### config.mk
export PLATFORM = sky130hd
export DESIGN_NAME = id_ex_reg_flat
export DESIGN_NICKNAME = d
export VERILOG_FILES = /design/src/rtl/core_pkg.sv /design/src/rtl/id_ex_reg_if.sv /design/src/rtl/flopenrc.sv /design/src/rtl/id_ex_reg.sv /design/src/flat_wrapper.sv
export SDC_FILE = /design/constraint.sdc
export NUM_CORES = 1
export LEC_CHECK = 0
export BUFFER_PORTS_ARGS = -buffer_cell sky130_fd_sc_hd__buf_2
export CORE_MARGIN = 2
export CORE_UTILIZATION = 30
export DETAILED_ROUTE_END_ITERATION = 7
export GPL_TIMING_DRIVEN = 0
export PLACE_DENSITY = 0.59
export RECOVER_POWER = 25
export SETUP_SLACK_MARGIN = 0.15
export SYNTH_ARGS = -nofsm -noshare
export SYNTH_HDL_FRONTEND = slang
export SYNTH_SLANG_ARGS = --single-unit
### constraint.sdc
create_clock -name clk -period 3.64 [get_ports clk]
set_input_delay 0 -clock clk [delete_from_list [all_inputs] [get_ports clk]]
set_output_delay 0 -clock clk [all_outputs]
set_load 0.05 [all_outputs]
### src/rtl/core_pkg.sv
// Shared core definitions: condition codes, ALU op encodings, flag-write bit
// positions, register-address width and the E-stage control bundle.
package core_pkg;

  localparam logic [3:0] COND_AL = 4'b1110;
  localparam int         REGW    = 4;

  // Bit positions inside the 2-bit FlagWrite field
  localparam int FW_NZ = 1;
  localparam int FW_CV = 0;

  typedef enum logic [1:0] {
    ALU_ADD = 2'b00,
    ALU_SUB = 2'b01,
    ALU_AND = 2'b10,
    ALU_ORR = 2'b11
  } alu_op_t;

  typedef struct packed {
    logic       valid;
    logic       reg_write;
    logic       mem_write;
    logic       memto_reg;
    logic       branch;
    logic       alu_src;
    logic [1:0] alu_ctrl;
    logic [1:0] flag_write;
  } ctrl_t;

endpackage

### src/rtl/id_ex_reg_if.sv
// Decode->Execute boundary bundle: D-stage fields and hazard controls in,
// E-stage fields and the bubble counter out.
interface id_ex_reg_if #(
  parameter int WIDTH = 32,
  parameter int CNTW  = 16
);
  import core_pkg::*;

  // ValidD qualifies the D fields; StallE holds E, FlushE loads a bubble and
  // wins over StallE. ValidE qualifies the E fields one cycle later.
  logic             StallE, FlushE, ValidD;
  logic             RegWriteD, MemWriteD, MemtoRegD, BranchD, ALUSrcD;
  logic [1:0]       ALUControlD, FlagWriteD;
  logic [3:0]       CondD, FlagsD;
  logic [REGW-1:0]  RA1D, RA2D, WA3D;
  logic [WIDTH-1:0] RD1D, RD2D, ExtImmD;

  logic             ValidE;
  logic             RegWriteE, MemWriteE, MemtoRegE, BranchE, ALUSrcE;
  logic [1:0]       ALUControlE, FlagWriteE;
  logic [3:0]       CondE, FlagsE;
  logic [REGW-1:0]  RA1E, RA2E, WA3E;
  logic [WIDTH-1:0] RD1E, RD2E, ExtImmE;
  logic [CNTW-1:0]  BubbleCnt;

  modport master (
    output StallE, FlushE, ValidD,
    output RegWriteD, MemWriteD, MemtoRegD, BranchD, ALUSrcD,
    output ALUControlD, FlagWriteD, CondD, FlagsD,
    output RA1D, RA2D, WA3D, RD1D, RD2D, ExtImmD,
    input  ValidE, RegWriteE, MemWriteE, MemtoRegE, BranchE, ALUSrcE,
    input  ALUControlE, FlagWriteE, CondE, FlagsE,
    input  RA1E, RA2E, WA3E, RD1E, RD2E, ExtImmE, BubbleCnt
  );

  modport slave (
    input  StallE, FlushE, ValidD,
    input  RegWriteD, MemWriteD, MemtoRegD, BranchD, ALUSrcD,
    input  ALUControlD, FlagWriteD, CondD, FlagsD,
    input  RA1D, RA2D, WA3D, RD1D, RD2D, ExtImmD,
    output ValidE, RegWriteE, MemWriteE, MemtoRegE, BranchE, ALUSrcE,
    output ALUControlE, FlagWriteE, CondE, FlagsE,
    output RA1E, RA2E, WA3E, RD1E, RD2E, ExtImmE, BubbleCnt
  );

endinterface

### src/rtl/flopenrc.sv
// Flop with async active-low reset, enable and synchronous clear; reset and
// clear both load CLR_VAL, and clear takes priority over enable.
module flopenrc #(
  parameter int                 WIDTH   = 8,
  parameter logic [WIDTH-1:0]   CLR_VAL = '0
) (
  input  logic             clk,
  input  logic             reset,
  input  logic             en,
  input  logic             clr,
  input  logic [WIDTH-1:0] d,
  output logic [WIDTH-1:0] q
);

  always_ff @(posedge clk or negedge reset) begin
    if (!reset)   q <= CLR_VAL;
    else if (clr) q <= CLR_VAL;
    else if (en)  q <= d;
  end

endmodule

### src/rtl/id_ex_reg.sv
// Decode->Execute pipeline register with stall, flush, valid qualification
// and a saturating count of bubbles entering the E stage.
module id_ex_reg
  import core_pkg::*;
#(
  parameter int WIDTH = 32,
  parameter int CNTW  = 16
) (
  input  logic       clk,
  input  logic       reset,
  id_ex_reg_if.slave bus
);

  localparam int CTRLW = $bits(ctrl_t);
  localparam int OPW   = 3 * WIDTH;

  ctrl_t            ctrl_d, ctrl_q;
  logic [7:0]       cond_q;
  logic [3*REGW-1:0] addr_q;
  logic [OPW-1:0]   opnd_q;
  logic [CNTW-1:0]  bubble_cnt;
  logic             load_en;
  logic             bubble;

  assign load_en = ~bus.StallE;

  // A non-valid slot keeps its fields but can never write registers, memory,
  // flags or redirect the PC.
  always_comb begin
    ctrl_d            = '0;
    ctrl_d.valid      = bus.ValidD;
    ctrl_d.reg_write  = bus.RegWriteD & bus.ValidD;
    ctrl_d.mem_write  = bus.MemWriteD & bus.ValidD;
    ctrl_d.memto_reg  = bus.MemtoRegD;
    ctrl_d.branch     = bus.BranchD & bus.ValidD;
    ctrl_d.alu_src    = bus.ALUSrcD;
    ctrl_d.alu_ctrl   = bus.ALUControlD;
    ctrl_d.flag_write = bus.FlagWriteD & {2{bus.ValidD}};
  end

  flopenrc #(.WIDTH(CTRLW), .CLR_VAL('0)) u_ctrl (
    .clk(clk), .reset(reset), .en(load_en), .clr(bus.FlushE),
    .d(ctrl_d), .q(ctrl_q)
  );

  // Bubbles carry CondE=AL so the condition unit sees a harmless slot.
  flopenrc #(.WIDTH(8), .CLR_VAL({COND_AL, 4'b0000})) u_cond (
    .clk(clk), .reset(reset), .en(load_en), .clr(bus.FlushE),
    .d({bus.CondD, bus.FlagsD}), .q(cond_q)
  );

  flopenrc #(.WIDTH(3*REGW), .CLR_VAL('0)) u_addr (
    .clk(clk), .reset(reset), .en(load_en), .clr(bus.FlushE),
    .d({bus.RA1D, bus.RA2D, bus.WA3D}), .q(addr_q)
  );

  flopenrc #(.WIDTH(OPW), .CLR_VAL('0)) u_opnd (
    .clk(clk), .reset(reset), .en(load_en), .clr(bus.FlushE),
    .d({bus.RD1D, bus.RD2D, bus.ExtImmD}), .q(opnd_q)
  );

  // E ends up non-valid after a flush or after loading a non-valid slot.
  assign bubble = bus.FlushE | (~bus.StallE & ~bus.ValidD);

  always_ff @(posedge clk or negedge reset) begin
    if (!reset)
      bubble_cnt <= '0;
    else if (bubble && (bubble_cnt != {CNTW{1'b1}}))
      bubble_cnt <= bubble_cnt + 1'b1;
  end

  assign bus.ValidE      = ctrl_q.valid;
  assign bus.RegWriteE   = ctrl_q.reg_write;
  assign bus.MemWriteE   = ctrl_q.mem_write;
  assign bus.MemtoRegE   = ctrl_q.memto_reg;
  assign bus.BranchE     = ctrl_q.branch;
  assign bus.ALUSrcE     = ctrl_q.alu_src;
  assign bus.ALUControlE = ctrl_q.alu_ctrl;
  assign bus.FlagWriteE  = ctrl_q.flag_write;
  assign bus.CondE       = cond_q[7:4];
  assign bus.FlagsE      = cond_q[3:0];
  assign bus.RA1E        = addr_q[3*REGW-1:2*REGW];
  assign bus.RA2E        = addr_q[2*REGW-1:REGW];
  assign bus.WA3E        = addr_q[REGW-1:0];
  assign bus.RD1E        = opnd_q[OPW-1:2*WIDTH];
  assign bus.RD2E        = opnd_q[2*WIDTH-1:WIDTH];
  assign bus.ExtImmE     = opnd_q[WIDTH-1:0];
  assign bus.BubbleCnt   = bubble_cnt;

endmodule
### src/flat_wrapper.sv
// flat-port wrapper written by rule: the top's interface ports become plain ports
module id_ex_reg_flat import core_pkg::*;
#(
  parameter int WIDTH = 32,
  parameter int CNTW  = 16
)
  (clk, reset, bus_StallE, bus_FlushE, bus_ValidD, bus_RegWriteD, bus_MemWriteD, bus_MemtoRegD, bus_BranchD, bus_ALUSrcD, bus_ALUControlD, bus_FlagWriteD, bus_CondD, bus_FlagsD, bus_RA1D, bus_RA2D, bus_WA3D, bus_RD1D, bus_RD2D, bus_ExtImmD, bus_ValidE, bus_RegWriteE, bus_MemWriteE, bus_MemtoRegE, bus_BranchE, bus_ALUSrcE, bus_ALUControlE, bus_FlagWriteE, bus_CondE, bus_FlagsE, bus_RA1E, bus_RA2E, bus_WA3E, bus_RD1E, bus_RD2E, bus_ExtImmE, bus_BubbleCnt);
  id_ex_reg_if #(.WIDTH(WIDTH), .CNTW(CNTW)) bus_i ();
  input  logic clk;
  input  logic reset;
  input wire logic [$bits(bus_i.StallE)-1:0] bus_StallE;
  input wire logic [$bits(bus_i.FlushE)-1:0] bus_FlushE;
  input wire logic [$bits(bus_i.ValidD)-1:0] bus_ValidD;
  input wire logic [$bits(bus_i.RegWriteD)-1:0] bus_RegWriteD;
  input wire logic [$bits(bus_i.MemWriteD)-1:0] bus_MemWriteD;
  input wire logic [$bits(bus_i.MemtoRegD)-1:0] bus_MemtoRegD;
  input wire logic [$bits(bus_i.BranchD)-1:0] bus_BranchD;
  input wire logic [$bits(bus_i.ALUSrcD)-1:0] bus_ALUSrcD;
  input wire logic [$bits(bus_i.ALUControlD)-1:0] bus_ALUControlD;
  input wire logic [$bits(bus_i.FlagWriteD)-1:0] bus_FlagWriteD;
  input wire logic [$bits(bus_i.CondD)-1:0] bus_CondD;
  input wire logic [$bits(bus_i.FlagsD)-1:0] bus_FlagsD;
  input wire logic [$bits(bus_i.RA1D)-1:0] bus_RA1D;
  input wire logic [$bits(bus_i.RA2D)-1:0] bus_RA2D;
  input wire logic [$bits(bus_i.WA3D)-1:0] bus_WA3D;
  input wire logic [$bits(bus_i.RD1D)-1:0] bus_RD1D;
  input wire logic [$bits(bus_i.RD2D)-1:0] bus_RD2D;
  input wire logic [$bits(bus_i.ExtImmD)-1:0] bus_ExtImmD;
  output wire logic [$bits(bus_i.ValidE)-1:0] bus_ValidE;
  output wire logic [$bits(bus_i.RegWriteE)-1:0] bus_RegWriteE;
  output wire logic [$bits(bus_i.MemWriteE)-1:0] bus_MemWriteE;
  output wire logic [$bits(bus_i.MemtoRegE)-1:0] bus_MemtoRegE;
  output wire logic [$bits(bus_i.BranchE)-1:0] bus_BranchE;
  output wire logic [$bits(bus_i.ALUSrcE)-1:0] bus_ALUSrcE;
  output wire logic [$bits(bus_i.ALUControlE)-1:0] bus_ALUControlE;
  output wire logic [$bits(bus_i.FlagWriteE)-1:0] bus_FlagWriteE;
  output wire logic [$bits(bus_i.CondE)-1:0] bus_CondE;
  output wire logic [$bits(bus_i.FlagsE)-1:0] bus_FlagsE;
  output wire logic [$bits(bus_i.RA1E)-1:0] bus_RA1E;
  output wire logic [$bits(bus_i.RA2E)-1:0] bus_RA2E;
  output wire logic [$bits(bus_i.WA3E)-1:0] bus_WA3E;
  output wire logic [$bits(bus_i.RD1E)-1:0] bus_RD1E;
  output wire logic [$bits(bus_i.RD2E)-1:0] bus_RD2E;
  output wire logic [$bits(bus_i.ExtImmE)-1:0] bus_ExtImmE;
  output wire logic [$bits(bus_i.BubbleCnt)-1:0] bus_BubbleCnt;
  assign bus_i.StallE = bus_StallE;
  assign bus_i.FlushE = bus_FlushE;
  assign bus_i.ValidD = bus_ValidD;
  assign bus_i.RegWriteD = bus_RegWriteD;
  assign bus_i.MemWriteD = bus_MemWriteD;
  assign bus_i.MemtoRegD = bus_MemtoRegD;
  assign bus_i.BranchD = bus_BranchD;
  assign bus_i.ALUSrcD = bus_ALUSrcD;
  assign bus_i.ALUControlD = bus_ALUControlD;
  assign bus_i.FlagWriteD = bus_FlagWriteD;
  assign bus_i.CondD = bus_CondD;
  assign bus_i.FlagsD = bus_FlagsD;
  assign bus_i.RA1D = bus_RA1D;
  assign bus_i.RA2D = bus_RA2D;
  assign bus_i.WA3D = bus_WA3D;
  assign bus_i.RD1D = bus_RD1D;
  assign bus_i.RD2D = bus_RD2D;
  assign bus_i.ExtImmD = bus_ExtImmD;
  assign bus_ValidE = bus_i.ValidE;
  assign bus_RegWriteE = bus_i.RegWriteE;
  assign bus_MemWriteE = bus_i.MemWriteE;
  assign bus_MemtoRegE = bus_i.MemtoRegE;
  assign bus_BranchE = bus_i.BranchE;
  assign bus_ALUSrcE = bus_i.ALUSrcE;
  assign bus_ALUControlE = bus_i.ALUControlE;
  assign bus_FlagWriteE = bus_i.FlagWriteE;
  assign bus_CondE = bus_i.CondE;
  assign bus_FlagsE = bus_i.FlagsE;
  assign bus_RA1E = bus_i.RA1E;
  assign bus_RA2E = bus_i.RA2E;
  assign bus_WA3E = bus_i.WA3E;
  assign bus_RD1E = bus_i.RD1E;
  assign bus_RD2E = bus_i.RD2E;
  assign bus_ExtImmE = bus_i.ExtImmE;
  assign bus_BubbleCnt = bus_i.BubbleCnt;
  id_ex_reg #(.WIDTH(WIDTH), .CNTW(CNTW)) u_core (.clk(clk), .reset(reset), .bus(bus_i));
endmodule
==> results of run 1 <==
[registers in the layout, summed over array words and instances, names as in the netlist]
register,count
u_core.u_opnd.q,96
u_core.u_cond.q,8
u_core.bus.BubbleCnt,16
u_core.u_addr.q,12
u_core.u_ctrl.q,10
[logic make-up after synthesis]
logic type	after synthesis
and+or+nand+nor	168
adders and majority gates	1
AOI/OAI and AO/OA	10
muxes	120
xor gates and xnor gates	14
DFF	142
buffers and inverters	32
[cell usage after synthesis, types with 3 or more instances]
cell and count:
nand2_1 11, nor2_1 132, buf_2 11, nand3_1 6, dfstp_2 3, and3_1 4, nor2b_1 3, inv_1 3
mux2i_1 118, xnor2_1 9, dfrtp_1 139, xor2_1 5, a211o_1 3, a21oi_1 5, clkbuf_1 16
[worst paths after layout]
path                       cells past startpoint                    start  slack, ps                        to
min                                            3               bus_StallE         90        u_core.u_cond.q[5]
min reg2reg                                    2      u_core.u_opnd.q[16]        510       u_core.u_opnd.q[16]
min in group asynchronous                      2                    reset        580  u_core.bus.BubbleCnt[14]
max                                            6  u_core.bus.BubbleCnt[0]       1770   u_core.bus.BubbleCnt[5]
max reg2reg                                    6  u_core.bus.BubbleCnt[0]       1770   u_core.bus.BubbleCnt[5]
max in group asynchronous                      3                    reset       1930        u_core.u_cond.q[7]
[layout make-up]
class,instances,area (sq um),area share [%]
timing repair buffer,397,2640,28.0
tap,260,325,3.46
antenna,1,2.50,0.0266
clock inverter,13,208,2.21
inverter,3,11.3,0.120
buffer,29,123,1.30
multi-input combinational,313,2120,22.5
clock buffer,19,433,4.60
sequential,142,3560,37.8
[per-stage QoR]
| stage | setup slack, ps | std cells |
|---|---|---|
| final | 1770 | 1177 |
| after global routing | 1630 | 1176 |
| after CTS | 1770 | 1176 |
| after detailed placement | 1650 | 1017 |
| after global placement | 424 | 1016 |
| after floorplan | 1490 | 487 |
[routing by layer]
layer / up-vias / track usage, % / share of wire [%]
li1: 2456 / - / -
met1: 2355 / 19.6 / 42
met2: 176 / 27.6 / 49
met3: 20 / 5.03 / 6.9
met4: 0 / 5.16 / 1.7
met5: - / 0 / 0
[worst reg2reg max path, cell delays in order (launching register included)]
cell,delay (ps)
dfrtp_1,400
ha_1,210
nand4_1,110
or4_4,530
and3_4,200
and3_4,170
xor2_1,130
[report_power, final]
part | switching [mW] | internal (mW)
combinational | 0.675 | 0.355
clock | 0.680 | 1.22
sequential | 0.0891 | 1.70
total | 1.44 | 3.27
[what timing repair did]
item / in CTS / in global routing
hold buffers: 127 / 0
hold endpoints to repair: 193 / 0
buffers inserted: 0 / 0
==> impl_summary.txt, run 1 <==
----------------------------------------------------
[Placement]
  Number of input and output port buffers inserted ... 269
  Placed cell area ... 7510 sq um
  Post-detailed-placement half-perimeter wirelength ... 11100 um
  Final Wtd Congestion ... 0.790

[Floorplanning]
  Starting Density ... 30.8%
  Placeable core region ... 18800 sq um
  Standard-cell row count ... 50
  Die outline height ... 143 um
  Die Width ... 143 um
  DIE AREA ... 20500 sq um
  Ports ... 272

[STA]
  Final critical delay including setup and external delays ... 1870 ps
  Setup repair after global routing missed its margin ... false
  Endpoints failing setup ... 0
  Actual slew at the worst max-slew pin ... 1740 ps
  Final Cycle Share ... 51.3%
  Total negative slack for setup checks ... 0 ps
  Largest clock skew in the final design ... 8.63 ps
  Max-Slew Margin vs Limit ... -16.0%
  Number of endpoints with negative hold slack in the final report ... 0
  Final max-slew violation count ... 68
  Maximum operating frequency ... 536 MHz
  Final-layout worst hold slack ... 88.7 ps

[Clocking]
  CTS clock-pin slew for the worst setup and hold paths ... 60 ps
  Clock tree from TritonCTS ... done
  CTS max path bufs ... 2
  Num Clock Sinks ... 142
  Clk Tree Root Cell ... clkbuf_16
  CTS H-tree lvls ... 4
  Later-pin clock latency in the skew report ... 410 ps
  CTS resizes ... 0
  Number of buffers created by CTS ... 17

[Finish]
  Area of all placed cells without fillers ... 9420 sq um
  Signed area change from the synthesized netlist to the final layout ... 62.1%
  Top library cells by usage in the layout, fill and taps aside ... 275 x buf_2, 139 x dfrtp_1, 132 x nor2_1
  Fillers ... 1709
  Final net count ... 1034
  Fin util ... 50.0%
  Most common cell after layout, fill and taps aside ... buf_2
  Fraction of final layout cells sized beyond drive strength 1 ... 34.5%

[Logic synthesis]
  Mean post-synth cell area ... 11.9 sq um
  Combinational family with the most area after synthesis ... multiplexers
  Number of nets in the synthesized netlist ... 618
  Simple-Gate Fraction of Synth Area ... 12.2%
  Total standard cell area after synthesis ... 5810 sq um
  Number of enable flip-flop cells after synthesis ... 0
  Number of library cell types mapped by synthesis ... 30
  Yosys top cell by area ... dfrtp_1
  Share of synthesized area occupied by flip-flops and latches ... 61.3%
  Dominant cells by area after synthesis ... dfrtp_1 60%, mux2i_1 20%, nor2_1 8.5%
  Area share of the largest cell type after synthesis ... 59.9%
  Fraction of the mapped netlist area in compound gates ... 1.10%
  Number of cells produced by synthesis ... 487
  Fraction of synthesized cell area in xor and xnor cells ... 2.11%
  Synthesized-area fraction occupied by adder cells ... 0.215%
  Seq cells post-synth ... 142
  Most used flip-flop cell after synthesis ... dfrtp_1
  Number of warnings printed during yosys synthesis ... 0
  Share of synthesized area spent on multiplexers ... 20.8%
  Share of flip-flops with an asynchronous set or reset after synthesis ... 100%

[Setup path]
  Kind of start point of the critical path ... flop
  Worst setup path class ... flop to flop
  Largest incremental delay on the critical path ... 530 ps
  CP bufs+invs ... 0
  Highest fanout seen on the critical path ... 5
  Cell chain of the critical path ... ha_1, nand4_1, or4_4, and3_4, and3_4, xor2_1
  Required arrival time at the worst endpoint ... 3930 ps
  Worst-path cell with the longest stage delay ... or4_4
  Critical Path Sink Type ... flop
  Arrival time worst endpoint ... 2150 ps
  Largest delay contributor family on the critical path ... simple AND/OR/NAND/NOR gates
  CP dominant cell by count ... and3_4

[Power and ir drop]
  Pleak ... 5.11 nW
  Final total power ... 4.72 mW
  Worst IR drop on VDD ... 0.000482 V
  Pwr Density ... 501 nW/um^2

[GRT]
  Antenna violations before repair ... 0
  Via count of the first global-routing pass ... 5197
  GRT overflow ... 0
  Largest net degree at the start of global routing ... 76
  Wire length of the first global-routing pass ... 25900 um
  Global-route usage over all layers ... 16.2%

[Run status]
  Run status ... complete, but fails checks
  Violated checks ... max-capacitance violations, max-slew violations

[Drt]
  DRT Pass-1 Iters ... 4
  Remaining DRCs ... 0
  Routed length per instance ... 14.2 um
  Total number of vias ... 5007
  Detail-routed via count per cell ... 4.25
  Antenna-violating nets left ... 0
  Total Routed Length ... 16700 um
  DR iter-0 viols ... 159

[Run]
  Count of max-cap constraint violations ... 1

[Hold path]
  Worst min-delay path category ... input pin to flop

----------------------------------------------------
(Power assumes the default switching activity.)
==> run 2, diff against run 1 <==
Settings changed: PLACE_DENSITY 0.59 to 0.61.
Clock period 3.64 ns to 1.6 ns, I/O delays scaled along.
==> impl_summary.txt, run 2 (synthesis gave the netlist of run 1 again) <==
----------------------------------------------------
[Setup path]
  Kind of start point of the critical path ... flop
  Destination of the worst register-to-register timing path ... u_core.bus.BubbleCnt[1]
  Highest fanout seen on the critical path ... 4 (-1)
  Arrival time worst endpoint ... 1970 ps (-180 ps)
  Required arrival time at the worst endpoint ... 1890 ps (-2040 ps)
  Worst setup path class ... flop to flop
  Number of cells on the worst reg-to-reg path ... 4 (-2)
  Slack of the worst reg-to-reg path ... -70 ps (-1850 ps)
  Critical Path Sink Type ... flop
  Critical register-to-register path startpoint ... u_core.bus.BubbleCnt[6]

[Power and ir drop]
  Pleak ... 5.09 nW (-0.43%)
  Worst IR drop on VDD ... 0.000879 V (+82%)
  Pwr Density ... 1100 nW/um^2 (+120%)

[Floorplanning]
  DIE AREA ... 20500 sq um (unchanged)
  Ports ... 272 (unchanged)
  Placeable core region ... 18800 sq um (unchanged)
  Standard-cell row count ... 50 (unchanged)
  Starting Density ... 30.8% (unchanged)
  Die outline height ... 143 um (unchanged)
  Die Width ... 143 um (unchanged)

[GRT]
  Global-route usage over all layers ... 17.0% (+0.74 points)
  Wire length of the first global-routing pass ... 27300 um (+5.2%)
  Largest net degree at the start of global routing ... 74 (-2.6%)
  Antenna violations before repair ... 0 (unchanged)
  Via count of the first global-routing pass ... 5497 (+5.8%)
  GRT overflow ... 0 (unchanged)

[Placement]
  Number of input and output port buffers inserted ... 269 (unchanged)
  Placed cell count ... 1017 (unchanged)
  Final Wtd Congestion ... 0.740 (-6.3%)
  Placed cell area ... 7570 sq um (+0.82%)
  Post-detailed-placement half-perimeter wirelength ... 11400 um (+2.1%)

[Finish]
  Area of all placed cells without fillers ... 9540 sq um (+1.3%)
  Fin util ... 50.6% (+0.64 points)
  Signed area change from the synthesized netlist to the final layout ... 64.2%
  Fraction of final layout cells sized beyond drive strength 1 ... 37.9% (+3.4 points)
  Register with the most flip-flops ... u_core.u_opnd.q
  Most common cell after layout, fill and taps aside ... buf_2
  Final net count ... 1045 (+1.1%)
  Top library cells by usage in the layout, fill and taps aside ... 266 x buf_2, 130 x nor2_1, 127 x dlygate4sd3_1
  Non-Filler Instances ... 1187 (+0.85%)
  Diode insertion count for antenna repair ... 0 (-1)
  Largest register FFs ... 96 (unchanged)

[Clocking]
  Clk Tree Root Cell ... clkbuf_16
  Clock tree from TritonCTS ... done
  Num Clock Sinks ... 142 (unchanged)
  CTS clock-pin slew for the worst setup and hold paths ... 60 ps (about the same)
  CTS H-tree lvls ... 4 (unchanged)
  Number of buffers created by CTS ... 17 (unchanged)
  Later-pin clock latency in the skew report ... 410 ps (about the same)
  CTS max path bufs ... 2 (unchanged)

[Drt]
  Total Routed Length ... 17700 um (+6.2%)
  Antenna-violating nets left ... 0 (unchanged)
  Total number of vias ... 5190 (+3.7%)
  Detail-routed via count per cell ... 4.37 (+2.8%)
  Remaining DRCs ... 0 (unchanged)
  Routed length per instance ... 14.9 um (+5.3%)
  DR iter-0 viols ... 116 (-27%)
  DRT Pass-1 Iters ... 4 (unchanged)

[STA]
  Maximum operating frequency ... 597 MHz (+11%)
  Max-Slew Margin vs Limit ... 34.0% (+50 points)
  Total negative slack for setup checks ... -227 ps (-227 ps)
  Actual slew at the worst max-slew pin ... 990 ps (-750 ps)
  Setup repair after global routing missed its margin ... true
  PnR worst setup slack ... -74.0 ps (-1850 ps)
  Largest clock skew in the final design ... 3.63 ps (-5.00 ps)
  Endpoints failing setup ... 5 (+5)
  Final-layout worst hold slack ... 25.8 ps (-63.0 ps)
  Number of endpoints with negative hold slack in the final report ... 0 (unchanged)
  Final max-slew violation count ... 0 (-100%)
  Final Cycle Share ... 105% (+53 points)
  Final critical delay including setup and external delays ... 1670 ps (-192 ps)

[Run status]
  Violated checks ... negative setup slack
  Run status ... complete, but fails checks

[Hold path]
  Hold-critical path endpoint ... u_core.u_ctrl.q[7]
  Worst min-delay path startpoint ... bus_ValidD
  Worst min-delay path category ... input pin to flop
  Depth of the worst hold-timing path ... 5 (+2)

[Run]
  Count of max-cap constraint violations ... 0 (-1)

----------------------------------------------------
==> run 2: area by class of cell <==
cell class	instances	area [sq um]
clock inverters	13	136
multi-input cells	313	2200
inverters	3	11.3
well taps	260	325
repair buffers	408	2720
flip-flops and latches	142	3580
plain buffers	29	121
fillers	1693	9300
clock buffers	19	443
==> run 2: worst max-delay path by stage <==
stage	start	end	cells after the start
after floorplan	u_core.bus.BubbleCnt[7]	u_core.bus.BubbleCnt[5]	5
after global placement	reset	u_core.bus.BubbleCnt[14]	1
after detailed placement	bus_StallE	u_core.u_addr.q[4]	5
after CTS	u_core.bus.BubbleCnt[6]	u_core.bus.BubbleCnt[1]	4
after global routing	u_core.bus.BubbleCnt[1]	u_core.bus.BubbleCnt[5]	6
final	u_core.bus.BubbleCnt[6]	u_core.bus.BubbleCnt[1]	4
==> run 2: metrics by stage <==
stage / setup slack, ps / power, mW
after floorplan: -273 / 5.61
after global placement: -1860 / 6.28
after detailed placement: -417 / 6.31
after CTS: -72.8 / 10.6
after global routing: -121 / 10.9
final: -74.0 / 10.5
==> run 2: repair_timing <==
item | CTS | global route
resized for setup | 8 | 5
setup endpoints to repair | 105 | 15
endpoints found under the hold margin | 195 | 0
pin swaps | 3 | 2
buffers inserted | 10 | 1
hold buffers | 127 | 0
==> run 2: worst max-delay path, stage by stage, from the launching register on <==
cell and delay (ps):
dfrtp_2 390, nand4_4 120, or4_4 560, and2_4 210, mux2_4 290
==> run 2: layer usage <==
layer  track usage (%)  routed length [um]
met3              4.83                1160
met4              5.16                 268
met1              20.2                7500
met2              29.7                8790
met5                 0                   0
==> run 2: power breakdown <==
| part | switching [mW] | total, mW | internal (mW) |
|---|---|---|---|
| combinational | 1.60 | 2.48 | 0.880 |
| sequential | 0.208 | 4.08 | 3.87 |
| clock | 1.56 | 3.91 | 2.35 |
